**config.mk**
```make
export PLATFORM = sky130hd
export DESIGN_NAME = ins_mem_loader
export DESIGN_NICKNAME = d
export VERILOG_FILES = /design/src/rtl/ins_mem_loader.sv
export SDC_FILE = /design/constraint.sdc
export NUM_CORES = 1
export LEC_CHECK = 0
export BUFFER_PORTS_ARGS = -buffer_cell sky130_fd_sc_hd__buf_2
export CORE_MARGIN = 1
export CORE_UTILIZATION = 45
export CTS_BUF_LIST = sky130_fd_sc_hd__clkbuf_8
export DETAILED_ROUTE_END_ITERATION = 8
export HOLD_SLACK_MARGIN = 0.15
export PLACE_DENSITY_LB_ADDON = 0.25
export SLEW_MARGIN = 15
export SYNTH_ARGS = -nofsm -noshare
export SYNTH_HDL_FRONTEND = slang
export SYNTH_SLANG_ARGS = --single-unit
export TNS_END_PERCENT = 1
```
**constraint.sdc**
```tcl
create_clock -name CLK -period 3.45 [get_ports CLK]
set_input_delay 0.1725 -clock CLK [delete_from_list [all_inputs] [get_ports CLK]]
set_output_delay 0.1725 -clock CLK [all_outputs]
set_load 0.005 [all_outputs]
```
**src/rtl/ins_mem_loader.sv**
```systemverilog
// Instruction-memory loader: holds the CPU in clear, streams host words into
// consecutive word addresses, then releases the CPU at a fixed start PC.
module ins_mem_loader #(
    parameter int          ADDR_W   = 8,
    parameter int          DEPTH    = 256,
    parameter logic [31:0] START_PC = 32'h0000_0000
) (
    input  logic              CLK,
    input  logic              RST,
    input  logic              Load_Start,
    input  logic [ADDR_W:0]   Load_Len,
    input  logic              In_Valid,
    input  logic [31:0]       In_Data,
    output logic              In_Ready,
    output logic              Mem_WE,
    output logic [ADDR_W-1:0] Mem_Addr,
    output logic [31:0]       Mem_WData,
    output logic              CPU_Hold,
    output logic [31:0]       PC_Value,
    output logic              Busy,
    output logic              Done,
    output logic              Err,
    output logic [31:0]       Checksum
);

    typedef enum logic [1:0] {
        S_IDLE    = 2'd0,
        S_LOAD    = 2'd1,
        S_DRAIN   = 2'd2,
        S_RELEASE = 2'd3
    } state_t;

    localparam logic [ADDR_W:0] LEN_MAX  = (ADDR_W + 1)'(DEPTH);
    localparam logic [ADDR_W:0] LEN_ONE  = {{ADDR_W{1'b0}}, 1'b1};
    localparam logic [ADDR_W:0] LEN_ZERO = {(ADDR_W + 1){1'b0}};

    function automatic logic [31:0] fold_checksum(input logic [31:0] sum, input logic [31:0] word);
        return sum ^ word;
    endfunction

    state_t              r_state;
    logic [ADDR_W:0]     r_remain;
    logic [ADDR_W:0]     r_cnt;
    logic                r_we;
    logic [ADDR_W-1:0]   r_addr;
    logic [31:0]         r_wdata;
    logic [31:0]         r_sum;
    logic                r_hold;
    logic                r_busy;
    logic                r_done;
    logic                r_err;
    logic [31:0]         r_pc;

    state_t              w_state_nx;
    logic [ADDR_W:0]     w_remain_nx;
    logic [ADDR_W:0]     w_cnt_nx;
    logic                w_we_nx;
    logic [ADDR_W-1:0]   w_addr_nx;
    logic [31:0]         w_wdata_nx;
    logic [31:0]         w_sum_nx;
    logic                w_hold_nx;
    logic                w_busy_nx;
    logic                w_done_nx;
    logic                w_err_nx;
    logic [31:0]         w_pc_nx;
    logic                w_len_ok;

    assign w_len_ok = (Load_Len != LEN_ZERO) && (Load_Len <= LEN_MAX);

    // Ready is a pure function of state so the host never sees a valid->ready loop.
    assign In_Ready = (r_state == S_LOAD);

    // Next-state and next-output computation for the load sequencer.
    always_comb begin
        w_state_nx  = r_state;
        w_remain_nx = r_remain;
        w_cnt_nx    = r_cnt;
        w_we_nx     = 1'b0;
        w_addr_nx   = r_addr;
        w_wdata_nx  = r_wdata;
        w_sum_nx    = r_sum;
        w_hold_nx   = r_hold;
        w_busy_nx   = r_busy;
        w_done_nx   = 1'b0;
        w_err_nx    = r_err;
        w_pc_nx     = r_pc;
        case (r_state)
            S_IDLE: begin
                if (Load_Start && w_len_ok) begin
                    w_remain_nx = Load_Len;
                    w_cnt_nx    = LEN_ZERO;
                    w_sum_nx    = 32'h0000_0000;
                    w_err_nx    = 1'b0;
                    w_hold_nx   = 1'b1;
                    w_busy_nx   = 1'b1;
                    w_state_nx  = S_LOAD;
                end else if (Load_Start) begin
                    w_err_nx    = 1'b1;
                end else begin
                    w_state_nx  = S_IDLE;
                end
            end
            S_LOAD: begin
                if (In_Valid) begin
                    w_we_nx     = 1'b1;
                    w_addr_nx   = r_cnt[ADDR_W-1:0];
                    w_wdata_nx  = In_Data;
                    w_cnt_nx    = r_cnt + LEN_ONE;
                    w_remain_nx = r_remain - LEN_ONE;
                    w_sum_nx    = fold_checksum(r_sum, In_Data);
                    if (r_remain == LEN_ONE) begin
                        w_state_nx = S_DRAIN;
                    end else begin
                        w_state_nx = S_LOAD;
                    end
                end else begin
                    w_state_nx = S_LOAD;
                end
            end
            S_DRAIN: begin
                // The last word's write is on the bus now; Done appears next cycle.
                w_done_nx  = 1'b1;
                w_state_nx = S_RELEASE;
            end
            S_RELEASE: begin
                w_hold_nx  = 1'b0;
                w_busy_nx  = 1'b0;
                w_pc_nx    = START_PC;
                w_state_nx = S_IDLE;
            end
            default: begin
                w_state_nx = S_IDLE;
            end
        endcase
    end

    // State and output registers with synchronous reset.
    always_ff @(posedge CLK) begin
        if (RST) begin
            r_state  <= S_IDLE;
            r_remain <= LEN_ZERO;
            r_cnt    <= LEN_ZERO;
            r_we     <= 1'b0;
            r_addr   <= {ADDR_W{1'b0}};
            r_wdata  <= 32'h0000_0000;
            r_sum    <= 32'h0000_0000;
            r_hold   <= 1'b1;
            r_busy   <= 1'b0;
            r_done   <= 1'b0;
            r_err    <= 1'b0;
            r_pc     <= START_PC;
        end else begin
            r_state  <= w_state_nx;
            r_remain <= w_remain_nx;
            r_cnt    <= w_cnt_nx;
            r_we     <= w_we_nx;
            r_addr   <= w_addr_nx;
            r_wdata  <= w_wdata_nx;
            r_sum    <= w_sum_nx;
            r_hold   <= w_hold_nx;
            r_busy   <= w_busy_nx;
            r_done   <= w_done_nx;
            r_err    <= w_err_nx;
            r_pc     <= w_pc_nx;
        end
    end

    assign Mem_WE    = r_we;
    assign Mem_Addr  = r_addr;
    assign Mem_WData = r_wdata;
    assign CPU_Hold  = r_hold;
    assign PC_Value  = r_pc;
    assign Busy      = r_busy;
    assign Done      = r_done;
    assign Err       = r_err;
    assign Checksum  = r_sum;

endmodule

```
==> flow_metrics.py, run 1 <==
metrics = {
    "clock_tree": {
        "cts.path.max_buffers": 2,
        "insertion_delay_ns": 0.36,
        "clock-root-buffer": "sky130_fd_sc_hd__clkbuf_8",
        "clock_sink_count": 96,
        "tritoncts.num_buffers": 9,
        "post_cts.resized_instances": 0,
        "h_tree_lvls": 3,
        "cts_tree": "yes",
        "clkSlewWorstSetupHoldPaths_ns": 0.10,
    },
    "drt": {
        "postRouteWirelength_um": 11060,
        "vias": 4151,
        "post_drt_via_cell_ratio": 5.062,
        "drc_errors": 0,
        "routedWlPerCell_um": 13.49,
        "drtPass1Iterations": 4,
        "detailedRoute.firstIterationViolations": 141,
        "route.antenna.remaining_nets": 0,
    },
    "timing": {
        "final-max-slew-violation-count": 0,
        "setup_viol_count_final": 0,
        "grt_setup_unrepaired": "false",
        "worst_hold_slack_ns": 0.1918,
        "hold_violations": 0,
        "fin_crit_sh_pct": 68.30,
        "finalSetupTns_ns": 0,
        "worstMarginPinSlew_ns": 0.8061,
        "max_clock_freq_mhz": 424.4,
        "clock_skew_ns": 0.009279,
        "relSlewSlack_pct": 46.09,
        "layout_min_cycle_time_ns": 2.356,
    },
    "outcome": {
        "run_status": "complete, no violations",
    },
    "finish": {
        "multiInputGateArea_mm2": 0.002170,
        "seq_area_mm2": 0.001922,
        "fillcell_total": 893,
        "synthToLayoutAreaGrowth_pct": 24.23,
        "layout-drive-gt1-share_pct": 27.06,
        "antenna-diode-count": 0,
        "nNetsFinal": 734,
    },
    "logic_synthesis": {
        "synth_seq_cells": 96,
        "async_flop_share_pct": 0,
        "ys_dominant_reg_cell": "sky130_fd_sc_hd__dfxtp_1",
        "synth.lib_cells_used.distinct": 44,
        "edff_count_synth": 0,
        "syn_inst": 549,
        "postSynthAreaPerCell_um2": 8.043,
        "yosysSeqAreaShare_pct": 43.53,
        "syn-cell-area_mm2": 0.004415,
        "ys.warnings.count": 0,
    },
    "global_route": {
        "grt_antenna_before_repair": 0,
        "global_route_wire_length_before_repair_um": 17880,
        "grt.overflow.total": 0,
        "pin_count_of_the_biggest_net_entering_global_routing": 78,
        "first_global_vias": 3843,
        "groute.usage.overall_pct": 21.75,
    },
    "setup_path": {
        "required_ns": 3.73,
        "worstSetupStartpointType": "flop",
        "critical_path_class": "flop to flop",
        "critPathArrivalTime_ns": 2.64,
        "crit_path_max_fanout": 25,
        "cp-end-kind": "flop",
    },
    "hold_path": {
        "min_from": "Load_Len[7]",
        "worst_hold_path_type": "input pin to flop",
    },
    "placement": {
        "post-dp-hpwl_um": 7205,
        "routabilityCongestion": 0.8440,
        "placement.io_buffers": 122,
    },
    "power_and_ir_drop": {
        "power.density_mw_per_mm2": 415.3,
        "cell_leakage_power_nw": 2.363,
        "ir_worst_vdd_v": 0.0002434,
    },
    "floorplanning": {
        "die_area_mm2": 0.01021,
        "initial_core_util_pct": 47.12,
        "io_pins": 155,
        "fp.dieH_um": 101.1,
        "die_x_um": 101.1,
        "std_cell_core_area_mm2": 0.009371,
        "num_rows": 35,
    },
    "job": {
        "drv.max_cap_violation_count": 0,
    },
}
state kept, by name, indices dropped and copies added, names as in the netlist, named ones only:
register and count:
Checksum 32, Mem_WData 32, r_remain 9, Mem_Addr 8
r_cnt 8, Busy 1, CPU_Hold 1, Done 1
Err 1, Mem_WE 1, r_state 1
worst max-delay path, stage by stage (launching register included):
cell                       delay, ns
sky130_fd_sc_hd__dfxtp_1        0.38
sky130_fd_sc_hd__nand2b_1       0.12
sky130_fd_sc_hd__buf_4          0.22
sky130_fd_sc_hd__inv_2          0.14
sky130_fd_sc_hd__and2_2         0.24
sky130_fd_sc_hd__nor3_4         0.69
sky130_fd_sc_hd__buf_12         0.25
sky130_fd_sc_hd__o21ai_0        0.10
sky130_fd_sc_hd__a21oi_1        0.13
kinds of logic (layout without fill, tap and decap cells):
logic type                 count (synthesis)  after routing  share of synthesized area [%]
and+or+nand+nor                          229            229                          26.98
AOI/OAI and AO/OA                        142            142                          17.26
DFF                                       96             96                          43.53
buffers and inverters                     72            183                          10.06
xor gates and xnor gates                   4              4                         0.7936
adders and majority gates                  3              3                         0.8502
muxes                                      2              2                         0.4534
other                                      1             32                        0.08493
placed cells by master (no fill, tap or decap), drive strengths merged, types with 3 or more instances in the layout:
cell type / n
o21ai: 26
inv: 7
buf: 129
nor4: 5
a31oi: 3
nand2b: 3
conb: 32
ha: 3
nand3: 11
clkbuf: 9
a211oi: 5
dlygate4sd3: 34
clkinv: 3
nor2: 54
nand2: 103
nor3: 37
a21oi: 99
dfxtp: 96
and3: 5
repair_timing:
action	in CTS	in global routing
hold endpoints to repair	66	0
setup buffers	0	0
setup endpoints to repair	0	0
hold buffers	34	0
final timing paths:
kind | to | slack [ns] | depth (start not counted)
max reg2reg | r_remain[7]$_SDFFE_PP0P_ | 1.09 | 8
min | r_remain[7]$_SDFFE_PP0P_ | 0.19 | 5
max | r_remain[7]$_SDFFE_PP0P_ | 1.09 | 8
min reg2reg | Mem_WData[1]$_SDFFE_PP0P_ | 0.46 | 2
area by class of cell:
class                           count  area share, %
Timing Repair Buffer              163          18.57
Clock buffer                        9          2.258
Inverter                            4         0.2737
Clock inverter                      7          1.369
Sequential cell                    96          35.04
Tap cell                          129          2.943
Multi-Input combinational cell    412          39.55
through the flow:
stage / area (um2) / setup WS (ns) / total power, mW / cells / util (%)
5_1_grt: 5485 / 0.8662 / 2.392 / 820 / 58.53
2_1_floorplan: 4532 / 1.778 / 1.448 / 580 / -
3_5_place_dp: 4946 / 1.113 / 1.534 / 770 / 52.78
4_1_cts: 5485 / 1.072 / 2.296 / 820 / 58.53
3_3_place_gp: 4946 / 1.132 / 1.525 / 770 / 52.78
6_report: 5485 / 1.094 / 2.278 / 820 / 58.53
cells in the mapped netlist (2+ instances only):
master / count / area share, %
sky130_fd_sc_hd__buf_6: 5 / 1.3
sky130_fd_sc_hd__a211oi_1: 4 / 0.68
sky130_fd_sc_hd__xnor2_1: 2 / 0.40
sky130_fd_sc_hd__and3_1: 5 / 0.71
sky130_fd_sc_hd__nor4_1: 2 / 0.28
sky130_fd_sc_hd__buf_2: 7 / 0.79
sky130_fd_sc_hd__dfxtp_1: 96 / 44
sky130_fd_sc_hd__clkbuf_1: 22 / 1.9
sky130_fd_sc_hd__nor3_1: 3 / 0.34
sky130_fd_sc_hd__xor2_1: 2 / 0.40
sky130_fd_sc_hd__ha_1: 3 / 0.85
sky130_fd_sc_hd__o31a_1: 2 / 0.40
sky130_fd_sc_hd__nor3_2: 33 / 7.5
sky130_fd_sc_hd__nor2_1: 54 / 4.6
sky130_fd_sc_hd__nand2b_1: 3 / 0.43
sky130_fd_sc_hd__a21oi_1: 99 / 11
sky130_fd_sc_hd__nor4_2: 3 / 0.85
sky130_fd_sc_hd__nand4_1: 2 / 0.28
sky130_fd_sc_hd__nand3_1: 11 / 1.2
sky130_fd_sc_hd__nand2_1: 103 / 8.8
sky130_fd_sc_hd__mux2i_1: 2 / 0.45
sky130_fd_sc_hd__buf_4: 34 / 5.8
sky130_fd_sc_hd__nor3b_1: 2 / 0.34
sky130_fd_sc_hd__a31oi_1: 3 / 0.43
sky130_fd_sc_hd__inv_1: 3 / 0.26
sky130_fd_sc_hd__o21ai_0: 26 / 2.9
metal layers:
metal	part of all wire [%]	global-route usage, %
met4	1.8	7.692
met1	45	27.78
met5	0	0
met2	48	36.47
met3	4.6	4.230
power by group:
group	switching [mW]	leakage, nW	internal, mW
sequential	0.0343	0.779	1.15
combinational	0.214	1.49	0.145
clock	0.449	0.0981	0.286
No activity file was read; power rests on OpenSTA's default activity.
==> run 2: changes to the inputs <==
clock period = 2.4 ns   (was 3.45 ns; I/O delays follow)
==> run 2 against run 1 <==
Flip-flop and latch count is the same. Register-to-register slack got worse by 0.60 ns. Sequential power rose by 44%. Total power increased by 54%. Global-route usage is 0.33 points higher. Largest power group unchanged.
==> flow_metrics.py, run 2 (synthesis results as in run 1) <==
metrics = {
    "drt": {
        "postRouteWirelength_um": 11100,
        "detailedRoute.firstIterationViolations": 92,
        "vias": 4179,
        "post_drt_via_cell_ratio": 5.072,
        "routedWlPerCell_um": 13.47,
        "drtPass1Iterations": 5,
        "route.antenna.remaining_nets": 0,
        "drc_errors": 0,
    },
    "timing": {
        "relSlewSlack_pct": 54.94,
        "layout_min_cycle_time_ns": 2.023,
        "worstMarginPinSlew_ns": 0.6697,
        "fin_crit_sh_pct": 84.27,
        "hold_violations": 0,
        "grt_setup_unrepaired": "false",
        "max_clock_freq_mhz": 494.4,
        "final-max-slew-violation-count": 0,
        "clock_skew_ns": 0.008558,
        "setup_viol_count_final": 0,
        "finalSetupTns_ns": 0,
    },
    "placement": {
        "post-dp-hpwl_um": 7001,
        "placement.io_buffers": 122,
        "dpl-instance-area_mm2": 0.004999,
        "routabilityCongestion": 0.7995,
        "placed_cell_count": 772,
    },
    "global_route": {
        "grt.overflow.total": 0,
        "global_route_wire_length_before_repair_um": 18040,
        "groute.usage.overall_pct": 22.08,
        "pin_count_of_the_biggest_net_entering_global_routing": 78,
        "grtUsageMet2_pct": 36.79,
        "grt.busiest_layer": "met2",
        "grt_antenna_before_repair": 0,
        "globalRouteMet1Util_pct": 27.24,
        "grt_util_met3_pct": 4.785,
        "first_global_vias": 3867,
    },
    "clock_tree": {
        "tritoncts.num_buffers": 9,
        "clock_sink_count": 96,
        "h_tree_lvls": 3,
        "post-cts-setup-buffer-count": 0,
        "cts_tree": "yes",
        "insertion_delay_ns": 0.36,
        "clock-root-buffer": "sky130_fd_sc_hd__clkbuf_8",
        "cts.path.max_buffers": 2,
        "clkSlewWorstSetupHoldPaths_ns": 0.09,
    },
    "finish": {
        "layout-drive-gt1-share_pct": 27.05,
        "nNetsFinal": 738,
        "final_common_cell": "sky130_fd_sc_hd__buf_2",
        "synthToLayoutAreaGrowth_pct": 26.86,
        "final_cell_mix": "sky130_fd_sc_hd__buf_2 (121), sky130_fd_sc_hd__nand2_1 (102), sky130_fd_sc_hd__a21oi_1 (99), sky130_fd_sc_hd__dfxtp_1 (96), sky130_fd_sc_hd__nor2_1 (54)",
        "antenna-diode-count": 0,
        "final_cell_area_mm2": 0.005602,
        "non_filler_cells_in_the_finished_layout": 824,
    },
    "floorplanning": {
        "fp.dieH_um": 101.1,
        "std_cell_core_area_mm2": 0.009371,
        "die_area_mm2": 0.01021,
        "initial_core_util_pct": 47.12,
        "num_rows": 35,
        "die_x_um": 101.1,
        "io_pins": 155,
    },
    "setup_path": {
        "worstSetupStartpointType": "input pin",
        "critPathArrivalTime_ns": 2.27,
        "critical_path_class": "input pin to flop",
        "required_ns": 2.65,
        "crit_path_max_fanout": 8,
        "cp-end-kind": "flop",
    },
    "power_and_ir_drop": {
        "cell_leakage_power_nw": 2.418,
        "power.density_mw_per_mm2": 625.6,
        "ir_worst_vdd_v": 0.0003264,
    },
    "outcome": {
        "run_status": "complete, no violations",
    },
    "job": {
        "drv.max_cap_violation_count": 0,
    },
    "hold_path": {
        "worst_hold_path_type": "input pin to flop",
    },
}
## run 2: cell count changes in the layout (fill, tap and decap cells not counted), sizes merged
cell and change:
clkinv -2, bufinv +3, dlygate4sd3 +2, buf +2, inv -1
## run 2: area by class of cell
class,instances,area [um2]
clock buffer,9,123.9
clock inverter,7,118.9
fill,835,3770
inverter,4,15.01
multi-input combinational,412,2170
sequential,96,1922
tap,129,161.4
timing repair buffer,167,1091
## run 2: worst max-delay path, stage by stage
cell                            delay, ns
sky130_fd_sc_hd__dlygate4sd3_1       0.54
sky130_fd_sc_hd__buf_2               0.14
sky130_fd_sc_hd__nor4_2              0.45
sky130_fd_sc_hd__and4_1              0.33
sky130_fd_sc_hd__nor2_1              0.07
sky130_fd_sc_hd__buf_4               0.18
sky130_fd_sc_hd__and3_1              0.17
sky130_fd_sc_hd__o31a_1              0.26
## run 2: stage by stage
stage          hold WS, ns  worst slack (ns)  util [%]  total power, mW
5_1_grt             0.1731            0.3069     59.77            3.666
2_1_floorplan       0.2041            0.7276         -            2.082
3_3_place_gp        0.3826            0.5962     53.34            2.208
3_5_place_dp        0.3867            0.5371     53.34            2.221
4_1_cts             0.1549            0.4114     59.77            3.529
6_report            0.1547            0.3774     59.77            3.505
## run 2: per-layer routing
layer | vias up | wire length (um)
met5 | - | 0
met4 | 0 | 293
met3 | 24 | 588
met2 | 138 | 5358
met1 | 1931 | 4862
li1 | 2086 | -
## run 2: what timing repair did
action	in CTS	in global routing
resized for setup	0	0
hold buffers	36	0
hold endpoints to repair	68	0
## run 2: where the power goes
part           switching, mW  total (mW)  leakage [nW]  internal [mW]
clock                  0.575        1.27         0.121          0.694
sequential            0.0478        1.70         0.779           1.65
combinational          0.312       0.536          1.52          0.224
## run 2: final timing paths
path,start,endpoint,slack (ns),cells past startpoint
worst max-delay path,Load_Len[2],r_remain[6]$_SDFFE_PP0P_,0.38,8
worst min-delay path,Load_Len[1],r_remain[1]$_SDFFE_PP0P_,0.15,3
worst max register to register,flop,r_remain[4]$_SDFFE_PP0P_,0.49,7
worst min register to register,Mem_WData[2]$_SDFFE_PP0P_,Mem_WData[2]$_SDFFE_PP0P_,0.45,2
